===== src/rtl/fpu_pkg.sv =====
// Shared definitions for the add/sub issue path.
//   - Flag bit indices inside the 5-bit flag vector {inv, ovf, unf, inx, zer}.
//   - ADD_LATENCY: issue-to-result delay of the pipelined adder.
//   - Field slice positions of a packed IEEE-754 single-precision word.
//   - unpack_f(): splits a 32-bit word into sign/exponent/mantissa.
package fpu_pkg;

    localparam int FLG_INV = 4;
    localparam int FLG_OVF = 3;
    localparam int FLG_UNF = 2;
    localparam int FLG_INX = 1;
    localparam int FLG_ZER = 0;
    localparam int FLG_W   = 5;

    localparam int ADD_LATENCY = 2;

    localparam int F_SIGN    = 31;
    localparam int F_EXP_MSB = 30;
    localparam int F_EXP_LSB = 23;
    localparam int F_MAN_MSB = 22;
    localparam int F_MAN_LSB = 0;

    typedef struct packed {
        logic        sign;
        logic [7:0]  exp;
        logic [22:0] man;
    } float_t;

    function automatic float_t unpack_f(input logic [31:0] w);
        float_t f;
        f.sign = w[F_SIGN];
        f.exp  = w[F_EXP_MSB:F_EXP_LSB];
        f.man  = w[F_MAN_MSB:F_MAN_LSB];
        return f;
    endfunction

endpackage


===== src/rtl/rr_arb2.sv =====
// Two-input round-robin arbiter.
//   clk      : clock
//   rst      : synchronous active-low reset
//   valid_i  : request vector {req1, req0}
//   grant_o  : one-hot (or zero) grant vector, combinational from valid_i
// last_grant_q holds the index of the most recent winner; on a contest the
// other requester wins. It resets to 1 so requester 0 wins the first contest.
// Grants are held off while reset is asserted.
module rr_arb2 (
    input  logic       clk,
    input  logic       rst,
    input  logic [1:0] valid_i,
    output logic [1:0] grant_o
);

    logic last_grant_q;
    logic last_grant_d;

    always_comb begin
        grant_o      = 2'b00;
        last_grant_d = last_grant_q;
        if (rst) begin
            grant_o[0] = valid_i[0] & (~valid_i[1] | last_grant_q);
            grant_o[1] = valid_i[1] & (~valid_i[0] | ~last_grant_q);
        end
        if (|grant_o) begin
            last_grant_d = grant_o[1];
        end
    end

    always_ff @(posedge clk) begin
        if (!rst) begin
            last_grant_q <= 1'b1;
        end else begin
            last_grant_q <= last_grant_d;
        end
    end

endmodule


===== src/rtl/fpu_addsub_arbiter.sv =====
// Round-robin issue controller for the pipelined single-precision add/sub.
// Ports:
//   clk, rst                  : clock, synchronous active-low reset
//   req_*_0 / req_*_1         : requester operand channels (valid/ready)
//   add_*  (out)              : operand fields and controls to the adder
//   add_Sz/Ez/Mz/flags (in)   : adder result, LATENCY cycles after issue
//   res_valid_0/1, res_data,
//   res_flags, res_tag        : result return, one-cycle strobe per op
//   sticky_flags_0/1, clr_*   : accumulated exception flags per requester
//   busy                      : any request pending or op in flight
// Handshake: a request transfers in any cycle where req_valid_x and
// req_ready_x are both high; req_ready_x is the grant and depends only on
// the current req_valid inputs. Results carry no backpressure.
module fpu_addsub_arbiter
    import fpu_pkg::*;
#(
    parameter int TAG_W   = 4,
    parameter int LATENCY = ADD_LATENCY
) (
    input  logic             clk,
    input  logic             rst,
    input  logic             req_valid_0,
    input  logic             req_valid_1,
    output logic             req_ready_0,
    output logic             req_ready_1,
    input  logic [31:0]      req_a_0,
    input  logic [31:0]      req_a_1,
    input  logic [31:0]      req_b_0,
    input  logic [31:0]      req_b_1,
    input  logic             req_op_0,
    input  logic             req_op_1,
    input  logic [1:0]       req_rm_0,
    input  logic [1:0]       req_rm_1,
    input  logic [TAG_W-1:0] req_tag_0,
    input  logic [TAG_W-1:0] req_tag_1,
    output logic             add_Sx,
    output logic             add_Sy,
    output logic             add_EOP,
    output logic             add_sub,
    output logic [7:0]       add_Ex,
    output logic [7:0]       add_Ey,
    output logic [22:0]      add_Mx,
    output logic [22:0]      add_My,
    output logic [1:0]       add_rm,
    input  logic             add_Sz,
    input  logic [7:0]       add_Ez,
    input  logic [22:0]      add_Mz,
    input  logic [4:0]       add_flags,
    output logic             res_valid_0,
    output logic             res_valid_1,
    output logic [31:0]      res_data,
    output logic [4:0]       res_flags,
    output logic [TAG_W-1:0] res_tag,
    output logic [4:0]       sticky_flags_0,
    output logic [4:0]       sticky_flags_1,
    input  logic             clr_flags_0,
    input  logic             clr_flags_1,
    output logic             busy
);

    logic [1:0] grant;

    rr_arb2 u_arb (
        .clk     (clk),
        .rst     (rst),
        .valid_i ({req_valid_1, req_valid_0}),
        .grant_o (grant)
    );

    assign req_ready_0 = grant[0];
    assign req_ready_1 = grant[1];

    // Issue decode: selected operands go straight to the adder; all zero when idle.
    logic             issue;
    logic             sel;
    float_t           fa;
    float_t           fb;
    logic             op_sel;
    logic [1:0]       rm_sel;
    logic [TAG_W-1:0] tag_sel;

    always_comb begin
        issue   = |grant;
        sel     = grant[1];
        fa      = '0;
        fb      = '0;
        op_sel  = 1'b0;
        rm_sel  = 2'b00;
        tag_sel = '0;
        if (issue) begin
            fa      = unpack_f(sel ? req_a_1 : req_a_0);
            fb      = unpack_f(sel ? req_b_1 : req_b_0);
            op_sel  = sel ? req_op_1 : req_op_0;
            rm_sel  = sel ? req_rm_1 : req_rm_0;
            tag_sel = sel ? req_tag_1 : req_tag_0;
        end
    end

    assign add_Sx  = fa.sign;
    assign add_Sy  = fb.sign;
    assign add_Ex  = fa.exp;
    assign add_Ey  = fb.exp;
    assign add_Mx  = fa.man;
    assign add_My  = fb.man;
    assign add_rm  = rm_sel;
    // Effective operation: subtract when signs differ for add or match for sub.
    assign add_EOP = fa.sign ^ fb.sign ^ op_sel;
    assign add_sub = add_EOP;

    // Tracker: one slot per pipeline stage, mirrors the adder's fixed latency.
    logic             trk_vld_q [LATENCY];
    logic             trk_id_q  [LATENCY];
    logic [TAG_W-1:0] trk_tag_q [LATENCY];

    always_ff @(posedge clk) begin
        if (!rst) begin
            for (int i = 0; i < LATENCY; i++) begin
                trk_vld_q[i] <= 1'b0;
                trk_id_q[i]  <= 1'b0;
                trk_tag_q[i] <= '0;
            end
        end else begin
            for (int i = LATENCY - 1; i > 0; i--) begin
                trk_vld_q[i] <= trk_vld_q[i-1];
                trk_id_q[i]  <= trk_id_q[i-1];
                trk_tag_q[i] <= trk_tag_q[i-1];
            end
            trk_vld_q[0] <= issue;
            trk_id_q[0]  <= sel;
            trk_tag_q[0] <= tag_sel;
        end
    end

    assign res_valid_0 = trk_vld_q[LATENCY-1] & ~trk_id_q[LATENCY-1];
    assign res_valid_1 = trk_vld_q[LATENCY-1] &  trk_id_q[LATENCY-1];
    assign res_tag     = trk_tag_q[LATENCY-1];
    assign res_data    = {add_Sz, add_Ez, add_Mz};
    assign res_flags   = add_flags;

    // Sticky flags: a clear removes old history but keeps a coincident result.
    logic [4:0] sticky0_q, sticky0_d;
    logic [4:0] sticky1_q, sticky1_d;

    always_comb begin
        sticky0_d = (clr_flags_0 ? 5'b0 : sticky0_q) | (res_valid_0 ? res_flags : 5'b0);
        sticky1_d = (clr_flags_1 ? 5'b0 : sticky1_q) | (res_valid_1 ? res_flags : 5'b0);
    end

    always_ff @(posedge clk) begin
        if (!rst) begin
            sticky0_q <= '0;
            sticky1_q <= '0;
        end else begin
            sticky0_q <= sticky0_d;
            sticky1_q <= sticky1_d;
        end
    end

    assign sticky_flags_0 = sticky0_q;
    assign sticky_flags_1 = sticky1_q;

    logic inflight;
    always_comb begin
        inflight = 1'b0;
        for (int i = 0; i < LATENCY; i++) begin
            inflight = inflight | trk_vld_q[i];
        end
    end

    assign busy = inflight | req_valid_0 | req_valid_1;

endmodule


===== config.mk =====
export PLATFORM = sky130hd
export DESIGN_NAME = fpu_addsub_arbiter
export DESIGN_NICKNAME = d
export VERILOG_FILES = /design/src/rtl/fpu_pkg.sv /design/src/rtl/rr_arb2.sv /design/src/rtl/fpu_addsub_arbiter.sv
export SDC_FILE = /design/constraint.sdc
export NUM_CORES = 1
export LEC_CHECK = 0
export BUFFER_PORTS_ARGS = -buffer_cell sky130_fd_sc_hd__buf_4
export CORE_AREA = 4 4 117 119
export CTS_CLUSTER_SIZE = 24
export DETAILED_ROUTE_END_ITERATION = 8
export DIE_AREA = 0 0 121 123
export PLACE_DENSITY = 0.54
export SETUP_SLACK_MARGIN = 0.1
export SYNTH_ARGS = -nofsm -noshare
export SYNTH_HDL_FRONTEND = slang
export SYNTH_SLANG_ARGS = --single-unit
export TNS_END_PERCENT = 20

===== constraint.sdc =====
create_clock -name clk -period 2.62 [get_ports clk]
set_input_delay 0.131 -clock clk [delete_from_list [all_inputs] [get_ports clk]]
set_output_delay 0.131 -clock clk [all_outputs]
set_load 0.03 [all_outputs]

==> results.py <==
metrics = {
    "outcome": {
        "outcome": "complete, no violations",
    },
    "timing": {
        "maxSlewViolCount": 0,
        "rsz0062_at_grt": "no",
        "max_freq_mhz": 480.8,
        "period_share": 0.7938,
        "finalWorstPathRequiredPeriod_ns": 2.080,
        "clock_skew_ns": 0.004295,
        "setup_viol": 0,
        "max_slew_margin": 0.5326,
        "worst_slew_pin_slew_ns": 0.7011,
        "timing.setup.tns_ns": 0,
        "hold_viol_final": 0,
    },
    "power": {
        "leakagePower_nw": 2.005,
        "totalPowerFinal_mw": 1.371,
        "p_per_area_nw_per_um2": 353.7,
        "ir_drop_mv": 0.3402,
    },
    "cells_and_area": {
        "area_growth_pct": 81.32,
        "fillers": 1401,
        "drive_gt1_frac": 0.4797,
        "fin_util": 0.3083,
        "nNetsFinal": 728,
        "antennaDiodeCount": 0,
    },
    "routing": {
        "viasPerCell": 4.090,
        "first_pass_iters": 4,
        "antenna_left": 0,
        "drc_errors": 0,
        "initialDrtViolationCount": 133,
        "vias": 2920,
        "wire_per_inst_um": 15.77,
        "drt_wl_total_mm": 11.26,
    },
    "grt": {
        "antenna_found_initial": 1,
        "grt_max_degree": 70,
        "grt_pass1_wl_mm": 16.10,
        "globalRouteTotalUtil": 0.1363,
        "grt_pass1_vias": 2883,
        "grt_overflow": 0,
    },
    "clock_network": {
        "insertion_delay_ns": 0.25,
        "ctsRootBufferMaster": "clkbuf_16",
        "postCtsResizedCells": 0,
        "cts_hold_buf": 0,
        "clockBufferDepth": 2,
        "numCtsBuffers": 3,
        "path_clk_slew_ns": 0.06,
        "cts_sinks": 23,
        "cts_max_level": 1,
        "cts_tree": "done",
        "post-cts-setup-buffers": 0,
    },
    "floorplanning": {
        "dieArea_um2": 14880,
        "start_util": 0.1700,
        "die_h_um": 123,
        "ioPinCount": 309,
        "num_rows": 41,
        "die_x_um": 121,
        "design.core.area_um2": 12570,
    },
    "critical_path": {
        "setup.worst_path.end": "add_My[0]",
        "r2r-end": "trk_tag_q[0][0]",
        "critPathKind": "reg -> out",
        "ff2ff_path_depth": 5,
        "end_kind": "primary output",
        "critical_path_arrival_ns": 1.95,
        "crit_chain": "a21boi_2 > nand2_2 > buf_4 > nand2_1 > a21oi_1 > buf_4",
        "cp.required_ns": 2.49,
        "timing.rr.start": "u_arb.last_grant_q",
        "critPathLaunch": "u_arb.last_grant_q",
        "cp-start-kind": "flip-flop",
        "crit_slowest_cell": "buf_4",
        "r2r_setup_slack_ns": 1.08,
        "critPathMaxStageDelay_ns": 0.52,
        "crit_fanout": 69,
        "path_common_cell": "buf_4",
    },
    "synth": {
        "synth.avg_cell_area_um2": 5.986,
        "syn_nets": 542,
        "synth-seq-cells": 23,
        "async_reset_ff_frac": 0,
        "synth_top_family_by_area": "simple AND/OR/NAND/NOR gates",
        "yosysUniqueCellTypes": 23,
        "netlist.top_cell.by_area": "nand2_1",
        "synth_top_flop_cell": "dfxtp_1",
        "synth_area_um2": 2137,
        "synthAdderAreaFrac": 0,
        "synth_compound_area_frac": 0.2295,
        "synth-xor-area-share": 0.008197,
        "syn_inst": 357,
        "synthSimpleGateAreaFrac": 0.3331,
        "ys_seq_area_frac": 0.2155,
        "ys_warn_count": 0,
        "yosysTopAreaCellShare": 0.2477,
        "yosys-top-cells-area": "nand2_1, dfxtp_1, a21oi_1",
        "synth.most_common_cell": "nand2_1",
        "muxShareOfSynthArea": 0,
        "synth_edf_count": 0,
        "synthTopCellsByCount": "nand2_1, a21oi_1, buf_4, dfxtp_1, clkbuf_1",
    },
    "worst_hold_path": {
        "hold_path_class": "in -> reg",
    },
    "placement": {
        "routabilityCongestion": 0.7585,
        "place.detailed.hpwl_mm": 9.672,
        "port_buffers": 244,
    },
    "flow_run": {
        "maxCapViolations": 0,
    },
}
## metrics by stage
step	worst slack [ns]	area, um^2	hold WS (ns)	cells
3_3_place_gp	0.8598	3796	0.2622	710
3_5_place_dp	0.8387	3796	0.2622	710
4_1_cts	0.5497	3875	0.1321	714
2_1_floorplan	0.5520	2137	0.2670	357
6_report	0.5402	3875	0.1318	714
5_1_grt	0.3750	3875	0.1409	714
## final cells by class
type / count / area (um^2) / share of cell area
clock buffers: 4 / 78.83 / 0.02034
inverters: 5 / 18.77 / 0.004843
multi-input cells: 262 / 1227 / 0.3168
flip-flops and latches: 23 / 460.4 / 0.1188
well taps: 172 / 215.2 / 0.05554
repair buffers: 248 / 1874 / 0.4837
## per-layer routing
metal	wire, um	vias up	track usage
met5	13	-	0
met4	68	2	0.02125
met3	1237	8	0.04483
met2	5628	167	0.2341
met1	4310	1278	0.1696
li1	-	1465	-
## worst max-delay path: cells and delay by family, from the launching register on
| family | cells | cell delay [ns] |
|---|---|---|
| buf+inv | 2 | 0.71 |
| flops | 1 | 0.40 |
| compound gates | 2 | 0.29 |
| simple gates | 2 | 0.23 |
## power breakdown
part | internal [mW] | total, mW | switching [mW]
Combinational | 0.307 | 0.677 | 0.370
Sequential | 0.364 | 0.369 | 0.00558
Clock | 0.207 | 0.324 | 0.117
## sequential cells by signal, indices dropped and copies added, names as in the netlist
name and count:
trk_id_q 2, sticky_flags_0 5, trk_tag_q 8, sticky_flags_1 5, u_arb.last_grant_q 1, trk_vld_q 2
## cells by family after synthesis
family | count (synthesis)
buffers and inverters | 72
and+or+nand+nor | 174
xor gates and xnor gates | 2
AOI/OAI and AO/OA | 86
DFF | 23
## cell usage in the layout (no fill, tap or decap), drive strengths merged, types with 2 or more instances in the layout
| master | n |
|---|---|
| nor2 | 10 |
| nand2 | 142 |
| o21ai | 2 |
| a21oi | 80 |
| clkbuf | 4 |
| nor2b | 12 |
| xnor2 | 2 |
| and2 | 7 |
| buf | 248 |
| o32ai | 2 |
| dfxtp | 23 |
| inv | 5 |
## worst min-delay path by stage
stage	startpoint	end	slack, ns	cells past startpoint
2_1_floorplan	req_tag_1[0]	trk_tag_q[0][0]	0.27	2
3_3_place_gp	add_Mz[8]	res_data[8]	0.26	0
3_5_place_dp	add_Mz[8]	res_data[8]	0.26	0
4_1_cts	add_flags[3]	sticky_flags_1[3]	0.13	3
5_1_grt	req_tag_1[2]	trk_tag_q[0][2]	0.14	3
6_report	add_flags[3]	sticky_flags_1[3]	0.13	3
(Power assumes the default switching activity.)
